## config.mk

```make
export PLATFORM = sky130hd
export DESIGN_NAME = keypad_scanner_flat
export DESIGN_NICKNAME = d
export VERILOG_FILES = /design/src/rtl/keypad_pkg.sv /design/src/rtl/keypad_scanner_if.sv /design/src/rtl/keypad_key_encoder.sv /design/src/rtl/keypad_scanner.sv /design/src/flat_wrapper.sv
export SDC_FILE = /design/constraint.sdc
export NUM_CORES = 1
export LEC_CHECK = 0
export CAP_MARGIN = 25
export CORE_ASPECT_RATIO = 2
export CORE_MARGIN = 8
export CORE_UTILIZATION = 57
export DETAILED_ROUTE_END_ITERATION = 8
export PLACE_DENSITY = 0.76
export SYNTH_ARGS = -nofsm -noshare
export SYNTH_HDL_FRONTEND = slang
export SYNTH_SLANG_ARGS = --single-unit
export TNS_END_PERCENT = 1
```

## constraint.sdc

```tcl
create_clock -name clk -period 2.5 [get_ports clk]
set_input_delay 0.5 -clock clk [delete_from_list [all_inputs] [get_ports clk]]
set_output_delay 0.5 -clock clk [all_outputs]
set_load 0.1 [all_outputs]
```

## src/rtl/keypad_pkg.sv

```systemverilog
// Shared types and helpers for the keypad scanner slice: scan FSM states,
// matrix dimensions, key code type and a lowest-set-row priority helper.
package keypad_pkg;

    localparam int NUM_COLS = 4;
    localparam int NUM_ROWS = 4;

    typedef enum logic [1:0] {
        IDLE,
        DRIVE,
        SAMPLE,
        ADVANCE
    } scan_state_t;

    typedef logic [3:0] key_code_t;

    function automatic logic [1:0] lowest_row(input logic [NUM_ROWS-1:0] bits);
        logic [1:0] idx;
        idx = '0;
        for (int i = NUM_ROWS - 1; i >= 0; i--) begin
            if (bits[i]) idx = 2'(i);
        end
        return idx;
    endfunction

endpackage

```

## src/rtl/keypad_scanner_if.sv

```systemverilog
// Key code delivery handshake between the scanner (master) and the
// floor-request logic (slave).
interface keypad_scanner_if;
    import keypad_pkg::*;

    logic      key_valid;
    logic      key_ready;
    key_code_t key_code;

    modport master (output key_valid, output key_code, input key_ready);
    modport slave  (input key_valid, input key_code, output key_ready);

endinterface

```

## src/rtl/keypad_key_encoder.sv

```systemverilog
// Combinational press detector for one column visit: picks the lowest newly
// pressed row, encodes it and returns the updated held-key slice.
module keypad_key_encoder
    import keypad_pkg::*;
(
    input  logic [NUM_ROWS-1:0] visit_mask,
    input  logic [NUM_ROWS-1:0] row_state,
    input  logic [1:0]          col,
    output logic                cand_valid,
    output key_code_t           cand_code,
    output logic [NUM_ROWS-1:0] row_next
);

    logic [NUM_ROWS-1:0] fresh;
    logic [1:0]          row;

    always_comb begin
        fresh      = visit_mask & ~row_state;
        row        = lowest_row(fresh);
        cand_valid = |fresh;
        cand_code  = {col, row};
        // Only the reported row is marked held; other fresh rows stay clear
        // so they come out one per later visit.
        row_next   = visit_mask & row_state;
        if (cand_valid) row_next[row] = 1'b1;
    end

endmodule

```

## src/rtl/keypad_scanner.sv

```systemverilog
// Column-strobing keypad scanner with held-key suppression and a one-entry
// key code buffer. Build macro KEYPAD_AUTOREPEAT_EN adds held-key auto-repeat.
module keypad_scanner
    import keypad_pkg::*;
#(
    parameter int DWELL_CYCLES  = 8,
    parameter int REPEAT_FRAMES = 32
)
(
    input  logic                clk,
    input  logic                rst_n,
    input  logic                scan_en,
    input  logic [NUM_ROWS-1:0] button_edge,
    output logic [NUM_COLS-1:0] col_drive,
    output logic                deb_en,
    keypad_scanner_if.master    key_out,
    output logic                overrun
);

    // state   | meaning
    // IDLE    | scanning parked, strobes and debouncer off
    // DRIVE   | strobe column, debouncer held in flush
    // SAMPLE  | debouncer enabled, collect row edges for DWELL_CYCLES
    // ADVANCE | encode the visit, push key code, step to next column

    localparam int DW_W = $clog2(DWELL_CYCLES);
    localparam logic [DW_W-1:0] DWELL_LAST = DW_W'(DWELL_CYCLES - 1);

    if (DWELL_CYCLES < 4 || REPEAT_FRAMES < 1) begin : g_bad_param
        $error("keypad_scanner: DWELL_CYCLES must be >= 4 and REPEAT_FRAMES >= 1");
    end

    scan_state_t         state;
    logic [1:0]          col;
    logic [1:0]          col_next;
    logic [DW_W-1:0]     dwell;
    logic [NUM_ROWS-1:0] visit_mask;
    logic [15:0]         down_map;
    logic [NUM_ROWS-1:0] row_state;
    logic [NUM_ROWS-1:0] row_next;
    logic                cand_valid;
    key_code_t           cand_code;
    logic                push_valid;
    key_code_t           push_code;
    logic                key_valid;
    key_code_t           key_code;

    assign key_out.key_valid = key_valid;
    assign key_out.key_code  = key_code;
    assign col_next          = col + 2'd1;
    assign row_state         = down_map[{col, 2'b00} +: NUM_ROWS];

    keypad_key_encoder u_encoder (
        .visit_mask (visit_mask),
        .row_state  (row_state),
        .col        (col),
        .cand_valid (cand_valid),
        .cand_code  (cand_code),
        .row_next   (row_next)
    );

`ifdef KEYPAD_AUTOREPEAT_EN
    localparam int RPT_W = (REPEAT_FRAMES > 32) ? $clog2(REPEAT_FRAMES) : 5;
    localparam logic [RPT_W-1:0] RPT_LOAD = RPT_W'(REPEAT_FRAMES - 1);

    logic             rpt_active;
    key_code_t        rpt_key;
    logic [RPT_W-1:0] rpt_cnt;
    logic             rpt_visit;
    logic             rpt_held;
    logic             rpt_fire;

    assign rpt_visit = rpt_active && (rpt_key[3:2] == col);
    assign rpt_held  = visit_mask[rpt_key[1:0]];
    // A genuinely new press in the same visit wins; the repeat retries next frame.
    assign rpt_fire  = rpt_visit && rpt_held && (rpt_cnt == '0) && !cand_valid;
`endif

    always_comb begin
        push_valid = cand_valid;
        push_code  = cand_code;
`ifdef KEYPAD_AUTOREPEAT_EN
        if (rpt_fire) begin
            push_valid = 1'b1;
            push_code  = rpt_key;
        end
`endif
    end

    always_ff @(posedge clk or negedge rst_n) begin
        if (!rst_n) begin
            state      <= IDLE;
            col        <= '0;
            dwell      <= '0;
            visit_mask <= '0;
            down_map   <= '0;
            col_drive  <= '0;
            deb_en     <= 1'b0;
            key_valid  <= 1'b0;
            key_code   <= '0;
            overrun    <= 1'b0;
`ifdef KEYPAD_AUTOREPEAT_EN
            rpt_active <= 1'b0;
            rpt_key    <= '0;
            rpt_cnt    <= '0;
`endif
        end else begin
            if (key_valid && key_out.key_ready) key_valid <= 1'b0;

            unique case (state)
                IDLE: begin
                    // col is kept across IDLE so a re-enable resumes the frame.
                    if (scan_en) begin
                        state     <= DRIVE;
                        col_drive <= 4'b0001 << col;
                    end
                end
                DRIVE: begin
                    state      <= SAMPLE;
                    deb_en     <= 1'b1;
                    dwell      <= DWELL_LAST;
                    visit_mask <= '0;
                end
                SAMPLE: begin
                    visit_mask <= visit_mask | button_edge;
                    if (dwell == '0) begin
                        state  <= ADVANCE;
                        deb_en <= 1'b0;
                    end else begin
                        dwell <= dwell - 1'b1;
                    end
                end
                ADVANCE: begin
                    down_map[{col, 2'b00} +: NUM_ROWS] <= row_next;
                    if (push_valid) begin
                        if (!key_valid || key_out.key_ready) begin
                            key_valid <= 1'b1;
                            key_code  <= push_code;
                        end else begin
                            overrun <= 1'b1;
                        end
                    end
`ifdef KEYPAD_AUTOREPEAT_EN
                    if (rpt_visit) begin
                        if (!rpt_held)            rpt_active <= 1'b0;
                        else if (rpt_fire)        rpt_cnt    <= RPT_LOAD;
                        else if (rpt_cnt != '0)   rpt_cnt    <= rpt_cnt - 1'b1;
                    end else if (!rpt_active && cand_valid) begin
                        rpt_active <= 1'b1;
                        rpt_key    <= cand_code;
                        rpt_cnt    <= RPT_LOAD;
                    end
`endif
                    col <= col_next;
                    if (scan_en) begin
                        state     <= DRIVE;
                        col_drive <= 4'b0001 << col_next;
                    end else begin
                        state     <= IDLE;
                        col_drive <= '0;
                    end
                end
            endcase
        end
    end

endmodule

```

## src/flat_wrapper.sv

```systemverilog
// flat-port wrapper written by rule: the top's interface ports become plain ports
module keypad_scanner_flat import keypad_pkg::*;
#(
    parameter int DWELL_CYCLES  = 8,
    parameter int REPEAT_FRAMES = 32
)
  (clk, rst_n, scan_en, button_edge, col_drive, deb_en, overrun, key_out_key_valid, key_out_key_code, key_out_key_ready);
  keypad_scanner_if key_out_i ();
  input  logic clk;
  input  logic rst_n;
  input  logic scan_en;
  input  logic [NUM_ROWS-1:0] button_edge;
  output logic [NUM_COLS-1:0] col_drive;
  output logic deb_en;
  output logic overrun;
  output wire logic [$bits(key_out_i.key_valid)-1:0] key_out_key_valid;
  output wire logic [$bits(key_out_i.key_code)-1:0] key_out_key_code;
  input wire logic [$bits(key_out_i.key_ready)-1:0] key_out_key_ready;
  assign key_out_key_valid = key_out_i.key_valid;
  assign key_out_key_code = key_out_i.key_code;
  assign key_out_i.key_ready = key_out_key_ready;
  keypad_scanner #(.DWELL_CYCLES(DWELL_CYCLES), .REPEAT_FRAMES(REPEAT_FRAMES)) u_core (.clk(clk), .rst_n(rst_n), .scan_en(scan_en), .button_edge(button_edge), .col_drive(col_drive), .deb_en(deb_en), .key_out(key_out_i), .overrun(overrun));
endmodule
```

# After elaboration in Yosys (flattened, before gate mapping)
# Cells that the tools add are included.
# W data, S select, Z words.
[word_totals] elab_cells=71 ff_bits=38 inputBits=8 out_inout_bits=11
[classes] eq_ne=6 n_bitwise=6 n_reduce_logical=15 addsub=3 muxes=24 magnitude_cmp=2 shift=5
[op_table] op="$bwmux W16" n=1
[op_table] op="$pmux W4 S2" n=2
[op_table] op="$shift A4 B6 Y16 const A" n=1
[op_table] op="$shiftx A16 B5 Y4" n=1
[op_table] op="$shiftx A4 B6 Y16" n=1
[op_table] op="$mux W2" n=6
[op_table] op="$mux W4" n=3
[op_table] op="$and A4 B4 Y4" n=2
[op_table] op="$or A4 B4 Y4" n=2
[op_table] op="$pmux W2 S4" n=1
[op_table] op="$reduce_and A2 Y1" n=4
[op_table] op="$shl A1 B2 Y4 const A" n=2
[op_table] op="$mux W1" n=7
[op_table] op="$neg A4 Y6" n=1
[op_table] op="$pmux W3 S2" n=1
[op_table] op="$reduce_and A3 Y1" n=2
[op_table] op="$eq A2 B2 Y1 const B" n=2
[op_table] op="$ne A2 B2 Y1 const B" n=2
[op_table] op="$not A4 Y4" n=1
[op_table] op="$reduce_bool A2 Y1" n=2
[op_table] op="$reduce_or A4 Y1" n=1
[op_table] op="$logic_not A3 Y1" n=1
[op_table] op="$lt A2 B3 Y1 const B" n=1
[op_table] op="$mux W3" n=1
[op_table] op="other kinds (12)" n=13

# Depth between registers and ports, before layout
# Gate-level depths: netlist of the first run.
[logic_depth] ltp_word=15 mapped_depth=7 ltp_nobuf=7

# By module
# Synthesis of the first run repeated with hierarchy kept, for this count alone.
[hier_totals] hier_cells=174 area_unflattened_um2=1998.2
[modules_own_cells] module="keypad_scanner" cells_each=154 instances=1 seq_area_each_um2=950.9 area_per_inst_um2=1864.3
[modules_own_cells] module="keypad_key_encoder" cells_each=20 instances=1 seq_area_each_um2=0.0 area_per_inst_um2=133.9

# Worst setup path after synthesis of the first run
# No wires, ideal clock.
[synth_path] path_kind="flip-flop to flip-flop" start="register u_core.col[1]" end="register u_core.key_code[0], in the netlist u_core.key_out.key_code[0]" synth_period_minus_slack_ps=1885 arrival_time_ps=1759 setup_ps=126 path_buffers=1 slack_ps=615 path_stages_with_launch=7 required_ps=2374 cell_sequence="dfrtp_1 -> buf_6 -> mux2_2 -> o22ai_2 -> o41ai_4 -> nor2b_4 -> mux2_4"
[synth_via] elab_chain_cells=7 elab_cells_between_ends=9 cone_classes="shift: 1; mux: 4; bitwise: 2; reduce/logical: 2"
[synth_rtl] element="start, declared" line="keypad_scanner.sv:34" text="logic [1:0] col;"
[synth_rtl] element="start signal, assigned" line="keypad_scanner.sv:154" text="col <= col_next;"
[synth_rtl] element="$shiftx A16 B5 Y4 *" line="keypad_scanner.sv:51" text="assign row_state = down_map[{col, 2'b00} +: NUM_ROWS];"
[synth_rtl] element="$not A4 Y4 *" line="keypad_key_encoder.sv:18" text="fresh = visit_mask & ~row_state;"
[synth_rtl] element="$and A4 B4 Y4 *" line="keypad_key_encoder.sv:18"
[synth_rtl] element="$mux W2 (4 in series)" line="keypad_pkg.sv:21" text="if (bits[i]) idx = 2'(i);"
[synth_rtl] element="end signal, assigned" line="keypad_scanner.sv:138" text="key_code <= push_code;"
[synth_rtl] element="end, declared" line="keypad_scanner.sv:46" text="key_code_t key_code;"
# Mark *: on every way between the ends. The rest lies on a longest branch, timed or not.
# A chain may end at the register's enable or synchronous reset.

# Worst setup path in the final report of the first run
[layout_path] start="register u_core.col[1]" end="register u_core.down_map[5]"
[layout_via] elab_chain_cells=15 elab_cells_between_ends=20 cone_classes="add/sub: 1; order compare: 2; shift: 3; mux: 8; bitwise: 4; reduce/logical: 2"
[layout_rtl] element="$shiftx A16 B5 Y4" line="keypad_scanner.sv:51"
[layout_rtl] element="$not A4 Y4" line="keypad_key_encoder.sv:18"
[layout_rtl] element="$and A4 B4 Y4" line="keypad_key_encoder.sv:18"
[layout_rtl] element="$mux W2 (4 in series)" line="keypad_pkg.sv:21"
[layout_rtl] element="$lt A2 B3 Y1 (not written as such) or $ge A2 B1 Y1 (tied branches)" line="keypad_key_encoder.sv:25" text="if (cand_valid) row_next[row] = 1'b1;"
[layout_rtl] element="$logic_and A1 B1 Y1 (not written as such)" line="keypad_key_encoder.sv:25"
[layout_rtl] element="$mux W1 (not written as such)" line="keypad_key_encoder.sv:25"
[layout_rtl] element="$demux W1 S2" line="keypad_key_encoder.sv:25"
[layout_rtl] element="$or A4 B4 Y4 (no line)"
[layout_rtl] element="$mux W4" line="keypad_key_encoder.sv:25"
[layout_rtl] element="$shiftx A4 B6 Y16" line="keypad_scanner.sv:134" text="down_map[{col, 2'b00} +: NUM_ROWS] <= row_next;"
[layout_rtl] element="$bwmux W16 *" line="keypad_scanner.sv:134"
[layout_rtl] element="end signal, assigned by index" line="keypad_scanner.sv:134"
[layout_rtl] element="end, declared" line="keypad_scanner.sv:38" text="logic [15:0] down_map;"
# Marks and branches as above.

==> summary.txt, run 1 <==
Outcome - finished clean
RSZ-0062 raised after global routing - false
DRT Pass-1 Iters - 4
Cts repair resizes - 0
Via count - 1591
Crit path to - u_core.down_map[5]$_DFFE_PN0P_
CP Buf/Inv Count - 1
Worst hold path type - in2async
Detail Placement HPWL - 3.64 mm
Max Slew Vio Count - 0
Avg WL per Cell - 17.7 microns
Drt drc - 0
Initial DRC count - 43
Reg2Reg Capture Point - u_core.down_map[5]$_DFFE_PN0P_
CP Max Fanout - 14
Final Hold Fails - 0
Vias in the first global route - 1767
GP Congestion - 0.890
Post-synthesis cell type count - 33
Largest net degree at the start of global routing - 39
Cts hold-fix bufs - 0
Critical path class - reg2reg
R2r setup slk - 0.19 ns
Remaining antenna violation count after routing - 0
Layout Nets - 242
IO Pins - 19
Core area - 3570 sq um
Initial antenna violation count - 0
Synth cell count leaders - 38 x dfrtp_1, 32 x nand2_1, 14 x ha_1, 11 x nor2_1
Period minus WS final - 2.31 ns
GRT Overall Usage - 17.5%
Max Freq - 434 MHz
Worst-path cell chain - inv_1 -> ha_1 -> nand2_1 -> o41ai_1
Avg Inst Size Synth - 10.4 sq um
CP startpoint - u_core.col[1]$_DFFE_PN0P_
Clock buffer count from CTS - 5
Number of flops mapped to enable cells by yosys - 0
First-pass GRT wire length - 8.07 mm
Die W - 58.8 microns
Die area - 5970 sq um
Crit end category - register
Fill count - 287
Top FF cell, synth - dfrtp_1
Final setup violating endpoints - 0
CP max-delay cell - dfrtp_1
Root Driver - clkbuf_8
Seq/Total Area, Yosys - 45.5%
Setup TNS - 0 ns
CTS tree - built
Mapped Cells - 200
Reg2Reg Depth - 4
Port Buffer Count - 18
Clock tree sinks - 38
Area growth syn-to-layout - 15.6%
Share of the synthesized area in the top cell type - 45.5%
Clock buffer depth - 2
CTS clk-pin slew, worst paths - 0.08 ns
H-tree depth - 2
Worst path max stage delay - 0.75 ns
Crit share post-route - 92.2%
Critical path arrival - 2.46 ns
Routed wire length - 4.77 mm
Post-CTS setup buffer count - 0
Synthesized cell area - 2090 sq um
Yosys warnings - 0
Clk_lat worst skew - 0.30 ns
Die height - 102 microns
Post-synthesis register bit count - 38
Setup Skew - 0.0120 ns
Initial Util - 58.5%
Tightest Pin Transition - 0.839 ns
Worst path required time - 2.66 ns
Max-cap violation count - 0
Layout cells sized above 1 - 17.6%
Relative slew slack - 44.1%
Family with the most delay on the worst path - flip-flops
Cell depth of the worst setup path - 4
Worst r2r src - u_core.col[1]$_DFFE_PN0P_
Ant diodes - 0
Row Count - 31
DR vias/cell - 5.89
Remaining Overflow, GRT - 0
Finished Cell Area - 2410 sq um
Mapped Nets - 222
Biggest area consumer among synthesized cells - dfrtp_1
Worst Setup Start Kind - register
Synth async-reset ratio - 100%
Most common cell in the netlist - dfrtp_1
Largest cells by area after synthesis - dfrtp_1 46%, ha_1 8.4%, nand2_1 5.8%, mux2_4 5.0%, o41ai_1 2.5%
DP Area - 2280 sq um
## worst min path at each step
stage / start / cells past startpoint / end / slack (ns)
after floorplan: rst_n / 0 / u_core.col[0]$_DFFE_PN0P_ / 0.20
after global placement: u_core.dwell[0]$_DFFE_PN0P_ / 1 / u_core.dwell[0]$_DFFE_PN0P_ / 0.43
after detailed placement: u_core.dwell[0]$_DFFE_PN0P_ / 1 / u_core.dwell[0]$_DFFE_PN0P_ / 0.44
after CTS: rst_n / 1 / u_core.down_map[2]$_DFFE_PN0P_ / 0.32
after global routing: rst_n / 1 / u_core.down_map[2]$_DFFE_PN0P_ / 0.38
final: rst_n / 1 / u_core.down_map[12]$_DFFE_PN0P_ / 0.30
## logic make-up (layout without fill, tap and decap cells)
group	count (synthesis)	after routing	synth area share, %
AND/OR/NAND/NOR	67	67	14.9
adder cells (fa/ha/maj)	14	14	8.39
multiplexers	11	11	7.19
AO/OA/AOI/OAI	52	52	20.1
flip-flops	38	38	45.5
XOR/XNOR	1	1	0.419
buffers and inverters	17	38	3.48
## flip-flops by register name (all words and copies together) (netlist names)
register / cells
u_core.down_map: 16
u_core.key_out.key_valid: 1
u_core.overrun: 1
u_core.col_drive: 4
u_core.dwell: 3
u_core.deb_en: 1
u_core.key_out.key_code: 4
u_core.col: 2
u_core.visit_mask: 4
u_core.state: 2
## per-stage QoR
step / util (%) / instances / hold WS [ns] / setup WS (ns)
global placement: 63.8 / 262 / 0.427 / 0.348
CTS: 67.7 / 270 / 0.323 / 0.164
finish: 67.7 / 270 / 0.303 / 0.195
detailed placement: 63.8 / 262 / 0.443 / 0.206
global route: 67.7 / 270 / 0.376 / 0.00482
floorplan: - / 200 / 0.204 / 0.615
## layout make-up
class	count	area [sq um]	share of cell area [%]
timing repair buffer	20	163	6.74
multi-input combinational	145	1060	44.1
sequential	38	951	39.4
inverter	10	37.5	1.55
clock buffer	5	68.8	2.85
clock inverter	3	68.8	2.85
tap	49	61.3	2.54
## routing by layer
layer / up-vias / wire length [microns] / GRT usage [%] / share of wire (%)
met5: - / 0 / 0 / 0
met4: 0 / 172 / 10.8 / 3.6
met3: 14 / 155 / 3.44 / 3.3
met2: 34 / 2750 / 33.6 / 58
met1: 793 / 1690 / 15.7 / 35
li1: 750 / - / - / -
## cell usage in the layout, fill, tap and decap left out, types with 5 or more instances in the layout
cell type	synthesis	layout
dfrtp_1	38	38
nand2_1	32	32
ha_1	14	14
buf_4	0	13
nor2_1	11	11
inv_1	10	10
o21ai_0	10	10
nand2b_1	7	7
mux2_4	7	7
a21oi_1	7	7
o41ai_1	6	6
o31ai_1	6	6
nor2b_1	6	6
clkdlybuf4s50_1	0	6
clkbuf_8	0	5
Power of run 1 is left out: the tool's default activity adds up to more than one toggle a clock period on the data nets, which glitch-free logic cannot reach.
==> run 2, diff against run 1 <==
Clock period 2.5 ns to 2.26 ns, I/O delays scaled along.
==> summary.txt, run 2 (synthesis results as in run 1) <==
Worst-path cell chain - inv_1 -> ha_1 -> nor3_1 -> nand3_1 -> o21ai_0 (was inv_1 -> ha_1 -> nand2_1 -> o41ai_1)
Core area - 3570 sq um (unchanged)
CTS clk-pin slew, worst paths - 0.08 ns (about the same)
H-tree depth - 2 (unchanged)
Crit share post-route - 93.3% (was 92.2%)
Die height - 102 microns (unchanged)
Drt drc - 0 (unchanged)
Cell depth of the worst setup path - 5 (was 4)
Cts repair resizes - 0 (unchanged)
Relative slew slack - 44.4% (was 44.1%)
Max Slew Vio Count - 0 (unchanged)
Largest net degree at the start of global routing - 39 (unchanged)
Vias in the first global route - 1768 (was 1767)
Met1 GRT Util - 17.5% (was 15.7%)
Reg2Reg Depth - 5 (was 4)
Setup Skew - 0.00710 ns (was 0.0120 ns)
Critical path arrival - 2.32 ns (was 2.46 ns)
Cell count after placement - 264 (was 262)
Ant diodes - 0 (unchanged)
RSZ-0062 raised after global routing - false (unchanged)
DRT Pass-1 Iters - 4 (unchanged)
GP Congestion - 0.875 (was 0.890)
Remaining Overflow, GRT - 0 (unchanged)
Area growth syn-to-layout - 16.4% (was 15.6%)
CP max-delay cell - dfrtp_1 (unchanged)
Reg with most FFs - u_core.down_map (unchanged)
Via count - 1580 (was 1591)
GR met3 Demand/Resource - 3.31% (was 3.44%)
Clk_lat worst skew - 0.29 ns (was 0.30 ns)
Die W - 58.8 microns (unchanged)
Routed wire length - 4.77 mm (about the same)
Max Freq - 474 MHz (was 434 MHz)
GRT Overall Usage - 18.0% (was 17.5%)
Worst hold path type - in2async (unchanged)
Clock tree sinks - 38 (unchanged)
Most frequent cells in the layout - 37 x dfrtp_1, 32 x nand2_1, 15 x buf_4, 14 x ha_1, 11 x nor2_1 (was 38 x dfrtp_1, 32 x nand2_1, 14 x ha_1, 13 x buf_4, 11 x nor2_1)
Avg WL per Cell - 17.6 microns (was 17.7 microns)
DR vias/cell - 5.81 (was 5.89)
Worst path max stage delay - 0.65 ns (was 0.75 ns)
Critical path class - reg2reg (unchanged)
First-pass GRT wire length - 8.25 mm (was 8.07 mm)
Top Usage Layer GRT - met2 (unchanged)
Family with the most delay on the worst path - flip-flops (unchanged)
CP Buf/Inv Count - 1 (unchanged)
Tightest Pin Transition - 0.834 ns (was 0.839 ns)
Port Buffer Count - 18 (unchanged)
Post-CTS setup buffer count - 0 (unchanged)
CP Max Fanout - 16 (was 14)
Crit end category - register (unchanged)
Final setup violating endpoints - 0 (unchanged)
Max reg flops - 16 (unchanged)
IO Pins - 19 (unchanged)
Outcome - finished clean (unchanged)
Final Hold Fails - 0 (unchanged)
Initial Util - 58.5% (unchanged)
Worst path required time - 2.47 ns (was 2.66 ns)
Max-cap violation count - 0 (unchanged)
Initial antenna violation count - 0 (unchanged)
Die area - 5970 sq um (unchanged)
Row Count - 31 (unchanged)
Setup TNS - 0 ns (unchanged)
Fill count - 293 (was 287)
Clock buffer depth - 2 (unchanged)
Period minus WS final - 2.11 ns (was 2.31 ns)
Layout Nets - 244 (was 242)
Layout cells sized above 1 - 18.8% (was 17.6%)
Initial DRC count - 41 (was 43)
Root Driver - clkbuf_8 (unchanged)
CTS tree - built (unchanged)
Commonest non-fill, non-tap cell in the layout - dfrtp_1 (unchanged)
Clock buffer count from CTS - 5 (unchanged)
Remaining antenna violation count after routing - 0 (unchanged)
Worst Setup Start Kind - register (unchanged)
Non-Filler Instances - 272 (was 270)
Detail Placement HPWL - 3.70 mm (was 3.64 mm)
Cts hold-fix bufs - 0 (unchanged)
M2 GR Usage - 33.7% (was 33.6%)
## run 2: cell count changes in the layout (fill, tap and decap cells not counted), sizes merged
cell  before  now
buf       14   16
## run 2: final cells by class
cell class                      instances  area [sq um]  share of cell area [%]
Clock inverter                          3          68.8                    2.83
Multi-Input combinational cell        145          1060                    43.8
Inverter                               10          37.5                    1.54
Timing Repair Buffer                   22           178                    7.31
Clock buffer                            5          68.8                    2.83
Tap cell                               49          61.3                    2.52
Sequential cell                        38           952                    39.2
## run 2: per-stage QoR
| stage | setup slack, ns | utilization, % | hold WS (ns) | area, sq um |
|---|---|---|---|---|
| after CTS | 0.0225 | 68.1 | 0.272 | 2430 |
| after global routing | 0.00548 | 68.1 | 0.333 | 2430 |
| after detailed placement | 0.0416 | 64.2 | 0.442 | 2290 |
| after global placement | 0.137 | 64.2 | 0.427 | 2290 |
| after floorplan | 0.375 | - | 0.156 | 2090 |
| final | 0.152 | 68.1 | 0.256 | 2430 |
## run 2: worst paths after layout
path / start / end / slack [ns]
setup / recovery: u_core.col[0]$_DFFE_PN0P_ / u_core.down_map[15]$_DFFE_PN0P_ / 0.15
hold / removal: rst_n / u_core.down_map[4]$_DFFE_PN0P_ / 0.26
setup reg to reg: u_core.col[0]$_DFFE_PN0P_ / u_core.down_map[15]$_DFFE_PN0P_ / 0.15
hold reg to reg: u_core.dwell[0]$_DFFE_PN0P_ / u_core.dwell[0]$_DFFE_PN0P_ / 0.46
max in group asynchronous: rst_n / u_core.col[1]$_DFFE_PN0P_ / 1.44
min in group clk: u_core.dwell[0]$_DFFE_PN0P_ / u_core.dwell[0]$_DFFE_PN0P_ / 0.46
## run 2: layer usage
metal | vias up | routed length [microns]
met5 | - | 0
met4 | 0 | 140
met3 | 13 | 121
met2 | 30 | 2810
met1 | 785 | 1700
li1 | 752 | -
Power of run 2 is left out for the same reason.
